<file path="config.mk">
export PLATFORM = sky130hd
export DESIGN_NAME = uart_tx_fifo_drain
export DESIGN_NICKNAME = d
export VERILOG_FILES = /design/src/rtl/uart_tx_fifo_drain.sv
export SDC_FILE = /design/constraint.sdc
export NUM_CORES = 1
export LEC_CHECK = 0
export CAP_MARGIN = 0
export CORE_MARGIN = 3
export CORE_UTILIZATION = 40
export CTS_BUF_LIST = sky130_fd_sc_hd__clkbuf_4
export DETAILED_ROUTE_END_ITERATION = 16
export HOLD_SLACK_MARGIN = 0.06
export MAX_ROUTING_LAYER = met4
export PLACE_DENSITY_LB_ADDON = 0.05
export SLEW_MARGIN = 30
export SYNTH_ARGS = -nofsm -noshare
export SYNTH_HDL_FRONTEND = slang
export SYNTH_SLANG_ARGS = --single-unit
</file>
<file path="constraint.sdc">
create_clock -name clk -period 5.1 [get_ports clk]
set_input_delay 1.02 -clock clk [delete_from_list [all_inputs] [get_ports clk]]
set_output_delay 1.02 -clock clk [all_outputs]
set_load 0.005 [all_outputs]
</file>
<file path="src/rtl/uart_tx_fifo_drain.sv">
// UART transmitter that drains a tx fifo: pops a word when idle, sends start/data/[parity]/stop.
// Optional even-parity bit enabled by defining UART_TX_PARITY_EN.
`timescale 1ns/1ps
module uart_tx_fifo_drain #(
  parameter int DATA_WIDTH = 8,
  parameter int DVSR_WIDTH = 11,
  parameter int SB_TICK    = 16
) (
  input  logic                  clk,
  input  logic                  reset,
  input  logic [DVSR_WIDTH-1:0] dvsr,
  input  logic                  empty,
  input  logic [DATA_WIDTH-1:0] r_data,
  output logic                  rd,
  output logic                  tx,
  output logic                  tx_busy
);

  localparam int              BW        = (DATA_WIDTH > 1) ? $clog2(DATA_WIDTH) : 1;
  localparam logic [4:0]      LAST_TICK = 5'd15;
  localparam logic [4:0]      STOP_LAST = 5'(SB_TICK - 1);
  localparam logic [BW-1:0]   LAST_BIT  = BW'(DATA_WIDTH - 1);

`ifdef UART_TX_PARITY_EN
  typedef enum logic [2:0] {IDLE, POP, START, DATA, PARITY, STOP} state_t;
`else
  typedef enum logic [2:0] {IDLE, POP, START, DATA, STOP} state_t;
`endif

  state_t                state;
  logic [DVSR_WIDTH-1:0] dvsr_q;
  logic [DVSR_WIDTH-1:0] cnt;
  logic [4:0]            s;
  logic [BW-1:0]         n;
  logic [DATA_WIDTH-1:0] shreg;
  logic [DATA_WIDTH-1:0] shreg_nx;
  logic                  tick;

`ifdef UART_TX_PARITY_EN
  logic par;

  function automatic logic even_parity(input logic [DATA_WIDTH-1:0] d);
    return ^d;
  endfunction
`endif

  assign tick     = (cnt == dvsr_q);
  assign shreg_nx = shreg >> 1;
  // Pop strobe is a pure state decode so it is exactly one clean clock wide.
  assign rd       = (state == POP);

  always_ff @(posedge clk or posedge reset) begin
    if (reset) begin
      state   <= IDLE;
      tx      <= 1'b1;
      tx_busy <= 1'b0;
      dvsr_q  <= '0;
      cnt     <= '0;
      s       <= '0;
      n       <= '0;
      shreg   <= '0;
`ifdef UART_TX_PARITY_EN
      par     <= 1'b0;
`endif
    end else begin
      // Baud counter runs only while a frame is in flight and restarts on every tick.
      if (state == IDLE || state == POP || tick)
        cnt <= '0;
      else
        cnt <= cnt + DVSR_WIDTH'(1);

      case (state)
        IDLE: begin
          tx <= 1'b1;
          if (!empty)
            state <= POP;
        end
        POP: begin
          shreg   <= r_data;
          dvsr_q  <= dvsr;
          s       <= '0;
          n       <= '0;
          tx      <= 1'b0;
          tx_busy <= 1'b1;
`ifdef UART_TX_PARITY_EN
          par     <= even_parity(r_data);
`endif
          state   <= START;
        end
        START: begin
          if (tick) begin
            if (s == LAST_TICK) begin
              s     <= '0;
              tx    <= shreg[0];
              state <= DATA;
            end else begin
              s <= s + 5'd1;
            end
          end
        end
        DATA: begin
          if (tick) begin
            if (s == LAST_TICK) begin
              s     <= '0;
              shreg <= shreg_nx;
              if (n == LAST_BIT) begin
                n     <= '0;
`ifdef UART_TX_PARITY_EN
                tx    <= par;
                state <= PARITY;
`else
                tx    <= 1'b1;
                state <= STOP;
`endif
              end else begin
                n  <= n + BW'(1);
                tx <= shreg_nx[0];
              end
            end else begin
              s <= s + 5'd1;
            end
          end
        end
`ifdef UART_TX_PARITY_EN
        PARITY: begin
          if (tick) begin
            if (s == LAST_TICK) begin
              s     <= '0;
              tx    <= 1'b1;
              state <= STOP;
            end else begin
              s <= s + 5'd1;
            end
          end
        end
`endif
        STOP: begin
          if (tick) begin
            if (s == STOP_LAST) begin
              s       <= '0;
              tx_busy <= 1'b0;
              state   <= empty ? IDLE : POP;
            end else begin
              s <= s + 5'd1;
            end
          end
        end
        default: begin
          tx      <= 1'b1;
          tx_busy <= 1'b0;
          state   <= IDLE;
        end
      endcase
    end
  end

endmodule

</file>
==> results.py, run 1 <==
metrics = {
    "die": {
        "dieArea_sq_um": 6530,
        "start_util_pct": 42.5,
        "core_sq_um": 5270,
        "ios": 25,
        "num_rows": 26,
        "die_width_microns": 80.8,
        "dieHeight_microns": 80.8,
    },
    "setup_path": {
        "reg2reg_to": "s[3]",
        "worstPathRequired_ps": 4080,
        "setup.worst_path.start": "state[2]",
        "arrival_ps": 2520,
        "path_max_fanout": 18,
        "startpoint_type": "flip-flop",
        "crit_cells": 4,
        "cp_slowest_cell": "and2b_1",
        "r2r_setup_slack_ps": 3000,
        "path_cells": "and2b_1 > nand2b_1 > inv_1 > clkdlybuf4s50_1",
        "r2r_cells": 5,
        "end_kind": "primary output",
        "slowest_delay_ps": 600,
        "critPathBufInv": 2,
        "critPathTopFamily": "buffers and inverters",
        "endpoint": "rd",
        "crit_type": "reg2out",
        "r2r_start": "state[2]",
    },
    "cts": {
        "htreeDepth": 2,
        "clockRootBuffer": "clkbuf_4",
        "cts_made_buffers": 5,
        "cts_hold_buffers": 0,
        "cts.sinks": 43,
        "cts_resized": 0,
        "cts_tree": "yes",
        "cts_buffer_depth": 2,
        "postCtsSetupRepairBufs": 0,
        "clkTransAtPathRegs_ps": 120,
        "clock_latency_ps": 350,
    },
    "timing": {
        "worst-slew-pin-transition_ps": 769,
        "period_share_pct": 69.4,
        "setup_tns_ps": 0,
        "final_max_slew_viol_count": 0,
        "max-slew-margin-rel_pct": 48.8,
        "skew_ps": 12.2,
        "period_minus_slack_ps": 3540,
        "fmax_ghz": 0.283,
        "finalSetupViolCount": 0,
        "rsz0062_at_grt": "no",
        "hold_viol_final": 0,
    },
    "cells_and_area": {
        "mostFrequentLayoutCells": "45 x nand2_1, 42 x dfrtp_1, 24 x clkdlybuf4s50_1",
        "diodes": 0,
        "drive_gt1_share_pct": 6.56,
        "multiInputGateArea_sq_um": 1090,
        "regArea_sq_um": 1080,
        "fillers": 532,
        "nets": 285,
        "fin_area_sq_um": 2580,
        "area_growth_pct": 15.4,
        "final_common_cell": "nand2_1",
    },
    "synthesis": {
        "syn-num-nets": 261,
        "async_flop_share_pct": 100,
        "synth-seq-area-share_pct": 48.2,
        "syn_inst": 235,
        "ys.flop_type": "dfrtp_1",
        "syn_area_sq_um": 2240,
        "synth_edf_count": 0,
        "yosys_warnings": 0,
        "syn_avg_cell_area_sq_um": 9.52,
        "ys_ff_latch": 43,
        "synth_cell_types": 43,
    },
    "outcome": {
        "outcome": "finished clean",
    },
    "drt": {
        "firstDrtPassIters": 4,
        "via_count": 1707,
        "ant_nets": 0,
        "post_drt_wl_per_cell_microns": 13.9,
        "drtIter0Drc": 86,
        "avgViaCountPerCell": 5.19,
        "totalWireLength_microns": 4570,
        "drc": 0,
    },
    "placement": {
        "gpl.final_weighted_congestion": 0.763,
        "hpwl_microns": 3210,
        "place_area_sq_um": 2540,
        "portBuffers": 24,
    },
    "power_and_ir_drop": {
        "p_comb_share_pct": 31.8,
        "p_per_area_nw_per_um2": 387,
        "clkPwrFrac_pct": 15.8,
        "seqPwrFrac_pct": 52.4,
        "total_power_mw": 1.00,
        "switching_share_pct": 37.3,
        "p_int_mw": 0.627,
        "leakagePower_nw": 1.19,
        "ir_drop_mv": 0.199,
        "p_switching_mw": 0.373,
    },
    "global_routing": {
        "grt_pass1_vias": 1627,
        "grt_overflow": 0,
        "grt_start_max_net_pins": 28,
        "antenna_found_initial": 0,
        "track_usage_pct": 16.4,
        "grt_pass1_wl_microns": 7990,
    },
    "hold_path": {
        "hp-class": "reg2reg",
    },
    "job": {
        "cap_viol_max_count": 0,
    },
}
## layer usage
| layer | global-route usage, % | routed length (microns) | vias up |
|---|---|---|---|
| li1 | - | - | 861 |
| met1 | 22.8 | 2320 | 813 |
| met2 | 24.0 | 2050 | 26 |
| met3 | 3.66 | 143 | 7 |
| met4 | 5.07 | 61 | 0 |
| met5 | - | 0 | - |
## worst min-delay path by stage
stage | start | endpoint | slack (ps) | cells after the start
after detailed placement | dvsr_q[3] | dvsr_q[3] | 490 | 2
after global placement | dvsr_q[6] | dvsr_q[6] | 490 | 2
after floorplan | dvsr_q[0] | dvsr_q[0] | 470 | 2
after global routing | dvsr_q[3] | dvsr_q[3] | 550 | 2
after CTS | dvsr_q[3] | dvsr_q[3] | 520 | 2
final | s[4] | s[4] | 520 | 1
## synth_stat cells, drive strengths merged, types with 2 or more instances
cell | count | area, sq um
o22ai | 7 | 43.8
nor3b | 2 | 15.0
nor4 | 4 | 46.3
xnor2 | 6 | 52.6
xor2 | 14 | 123
nor3 | 7 | 40.0
o211ai | 3 | 22.5
dfrtp | 42 | 1050
nand3 | 14 | 75.1
clkbuf | 3 | 11.3
nand2b | 8 | 50.1
buf | 7 | 40.0
a2111oi | 2 | 17.5
inv | 5 | 18.8
nand4 | 2 | 18.8
ha | 4 | 50.1
a211o | 2 | 17.5
a22o | 2 | 17.5
a21oi | 11 | 55.1
nand2 | 45 | 169
o21ai | 3 | 15.0
mux2i | 8 | 80.1
nor2 | 21 | 78.8
## worst reg2reg max path, stage by stage (launching register included)
cell and delay (ps):
dfrtp_1 510, and2b_1 610, nand2b_1 140, buf_4 240, a2111oi_0 410, a211o_1 150
## registers in the layout, indices dropped and copies added (netlist names)
register and count:
s 5, dvsr_q 11, shreg 8, n 3, tx 1, cnt 11
tx_busy 1, state 3
## final cells by class
type                       instances  share of cell area [%]
clock inverter                     2                   0.339
clock buffer                       5                    1.45
sequential                        43                    41.7
timing repair buffer              27                    10.2
inverter                           5                   0.727
tap                               70                    3.39
multi-input combinational        177                    42.2
## power by group through the flow
stage | sequential (mW) | clock (mW) | combinational, mW
final | 0.524 | 0.158 | 0.318
after detailed placement | 0.532 | 0 | 0.325
after global placement | 0.532 | 0 | 0.319
after CTS | 0.525 | 0.168 | 0.325
after global routing | 0.538 | 0.182 | 0.372
after floorplan | 0.494 | 0 | 0.268
## stage by stage
step,hold slack [ps],setup WS [ps],cells,utilization (%)
detailed placement,489,1910,322,48.1
floorplan,465,2730,235,-
global route,548,1300,329,49.0
finish,516,1560,329,49.0
CTS,518,1500,329,49.0
global placement,487,1970,322,48.1
## cell families (layout without fill, tap and decap cells)
kind of cell	after synthesis	count (layout)	synth area share, %
flip-flops	43	43	48.2
adder cells (fa/ha/maj)	4	4	2.24
AO/OA/AOI/OAI	37	37	11.2
multiplexers	8	8	3.58
AND/OR/NAND/NOR	108	108	23.8
buffers and inverters	15	39	3.13
XOR/XNOR	20	20	7.83
Note: power is estimated with default switching activity, not from simulation.
==> run 2, diff against run 1 <==
clock period = 3.62 ns   (was 5.1 ns; I/O delays follow)
==> results.py, run 2 (synthesis results as in run 1) <==
metrics = {
    "cells_and_area": {
        "regArea_sq_um": 1080,
        "area_growth_pct": 16.1,
        "diodes": 0,
        "mostFrequentLayoutCells": "45 x nand2_1, 42 x dfrtp_1, 24 x clkdlybuf4s50_1",
        "fin_area_sq_um": 2600,
        "drive_gt1_share_pct": 7.31,
        "finalNonFillerCells": 330,
        "final_common_cell": "nand2_1",
        "nets": 287,
        "multiInputGateArea_sq_um": 1090,
        "fillers": 535,
        "largestRegisters": "cnt x11, dvsr_q x11, shreg x8",
    },
    "cts": {
        "cts.sinks": 43,
        "cts_hold_buffers": 0,
        "cts_tree": "yes",
        "cts_made_buffers": 5,
        "clkTransAtPathRegs_ps": 120,
        "postCtsSetupRepairBufs": 0,
        "cts_buffer_depth": 2,
        "htreeDepth": 2,
        "clockRootBuffer": "clkbuf_4",
        "cts_resized": 0,
        "clock_latency_ps": 340,
    },
    "die": {
        "start_util_pct": 42.5,
        "core_sq_um": 5270,
        "die_width_microns": 80.8,
        "num_rows": 26,
        "dieArea_sq_um": 6530,
        "dieHeight_microns": 80.8,
        "ios": 25,
    },
    "drt": {
        "ant_nets": 0,
        "avgViaCountPerCell": 5.18,
        "totalWireLength_microns": 4690,
        "drc": 0,
        "firstDrtPassIters": 4,
        "post_drt_wl_per_cell_microns": 14.2,
        "via_count": 1708,
        "drtIter0Drc": 198,
    },
    "power_and_ir_drop": {
        "switching_share_pct": 36.8,
        "p_comb_share_pct": 32.8,
        "p_int_mw": 0.896,
        "p_per_area_nw_per_um2": 546,
        "ir_drop_mv": 0.277,
        "clkPwrFrac_pct": 15.6,
        "p_switching_mw": 0.522,
        "seqPwrFrac_pct": 51.5,
        "leakagePower_nw": 1.20,
    },
    "setup_path": {
        "path_max_fanout": 14,
        "worstPathRequired_ps": 2900,
        "startpoint_type": "flip-flop",
        "crit_type": "reg2out",
        "end_kind": "primary output",
        "arrival_ps": 2140,
    },
    "outcome": {
        "outcome": "finished clean",
    },
    "global_routing": {
        "grt_start_max_net_pins": 35,
        "grt_overflow": 0,
        "track_usage_pct": 17.2,
        "antenna_found_initial": 0,
        "grt_pass1_wl_microns": 8370,
        "grt_pass1_vias": 1681,
    },
    "timing": {
        "period_share_pct": 79.2,
        "setup_tns_ps": 0,
        "final_max_slew_viol_count": 0,
        "skew_ps": 5.93,
        "worst-slew-pin-transition_ps": 534,
        "finalSetupViolCount": 0,
        "fmax_ghz": 0.349,
        "period_minus_slack_ps": 2870,
        "hold_viol_final": 0,
        "rsz0062_at_grt": "no",
        "max-slew-margin-rel_pct": 63.4,
    },
    "job": {
        "cap_viol_max_count": 0,
    },
    "placement": {
        "place_inst": 324,
        "portBuffers": 24,
        "place_area_sq_um": 2550,
        "hpwl_microns": 3310,
        "gpl.final_weighted_congestion": 0.786,
    },
    "hold_path": {
        "hp-class": "reg2reg",
    },
}
run 2: cell count changes in the layout (fill, tap and decap cells not counted):
cell | before | now
clkinv_2 | 1 | 0
clkbuf_4 | 5 | 6
buf_4 | 3 | 5
clkinv_1 | 2 | 1
run 2: worst paths after layout:
path                            from   endpoint  slack [ps]  cells past startpoint
max                         state[2]         rd         750                      4
min                        dvsr_q[1]  dvsr_q[1]         510                      2
max reg2reg                     s[0]         tx        1550                      6
min reg2reg                dvsr_q[1]  dvsr_q[1]         510                      2
max in group asynchronous      reset       n[0]        2300                      3
min in group asynchronous      reset       s[1]         600                      2
run 2: critical path, cell delays in order (launching register included):
cell and delay [ps]:
dfrtp_1 510, and2b_1 260, nand2b_1 70, inv_1 360, clkdlybuf4s50_1 600
run 2: layout make-up:
cell class / count / share of cell area (%)
flip-flops and latches: 43 / 41.5
multi-input cells: 177 / 42.0
clock buffers: 6 / 1.73
inverters: 5 / 0.723
repair buffers: 29 / 10.7
well taps: 70 / 3.37
run 2: stage by stage:
stage / utilization (%) / setup slack (ps) / power, mW / hold WS, ps
2_1_floorplan: - / 1550 / 1.07 / 465
3_3_place_gp: 48.4 / 1120 / 1.21 / 487
3_5_place_dp: 48.4 / 1080 / 1.21 / 493
4_1_cts: 49.3 / 689 / 1.44 / 521
5_1_grt: 49.3 / 546 / 1.54 / 541
6_report: 49.3 / 753 / 1.42 / 513
run 2: power by group through the flow:
stage	sequential, mW	combinational, mW	clock, mW
floorplan	0.697	0.378	0
global placement	0.741	0.464	0
detailed placement	0.743	0.470	0
CTS	0.733	0.472	0.234
global route	0.755	0.532	0.255
finish	0.731	0.465	0.222
run 2: metal layers:
layer | wire length (microns) | GRT usage, % | vias to the layer above | share of wire (%)
met5 | 0 | - | - | 0
met1 | 2430 | 25.4 | 817 | 52
met2 | 2090 | 23.9 | 23 | 45
li1 | - | - | 864 | -
met4 | 37 | 5.07 | 0 | 0.79
met3 | 135 | 3.33 | 4 | 2.9
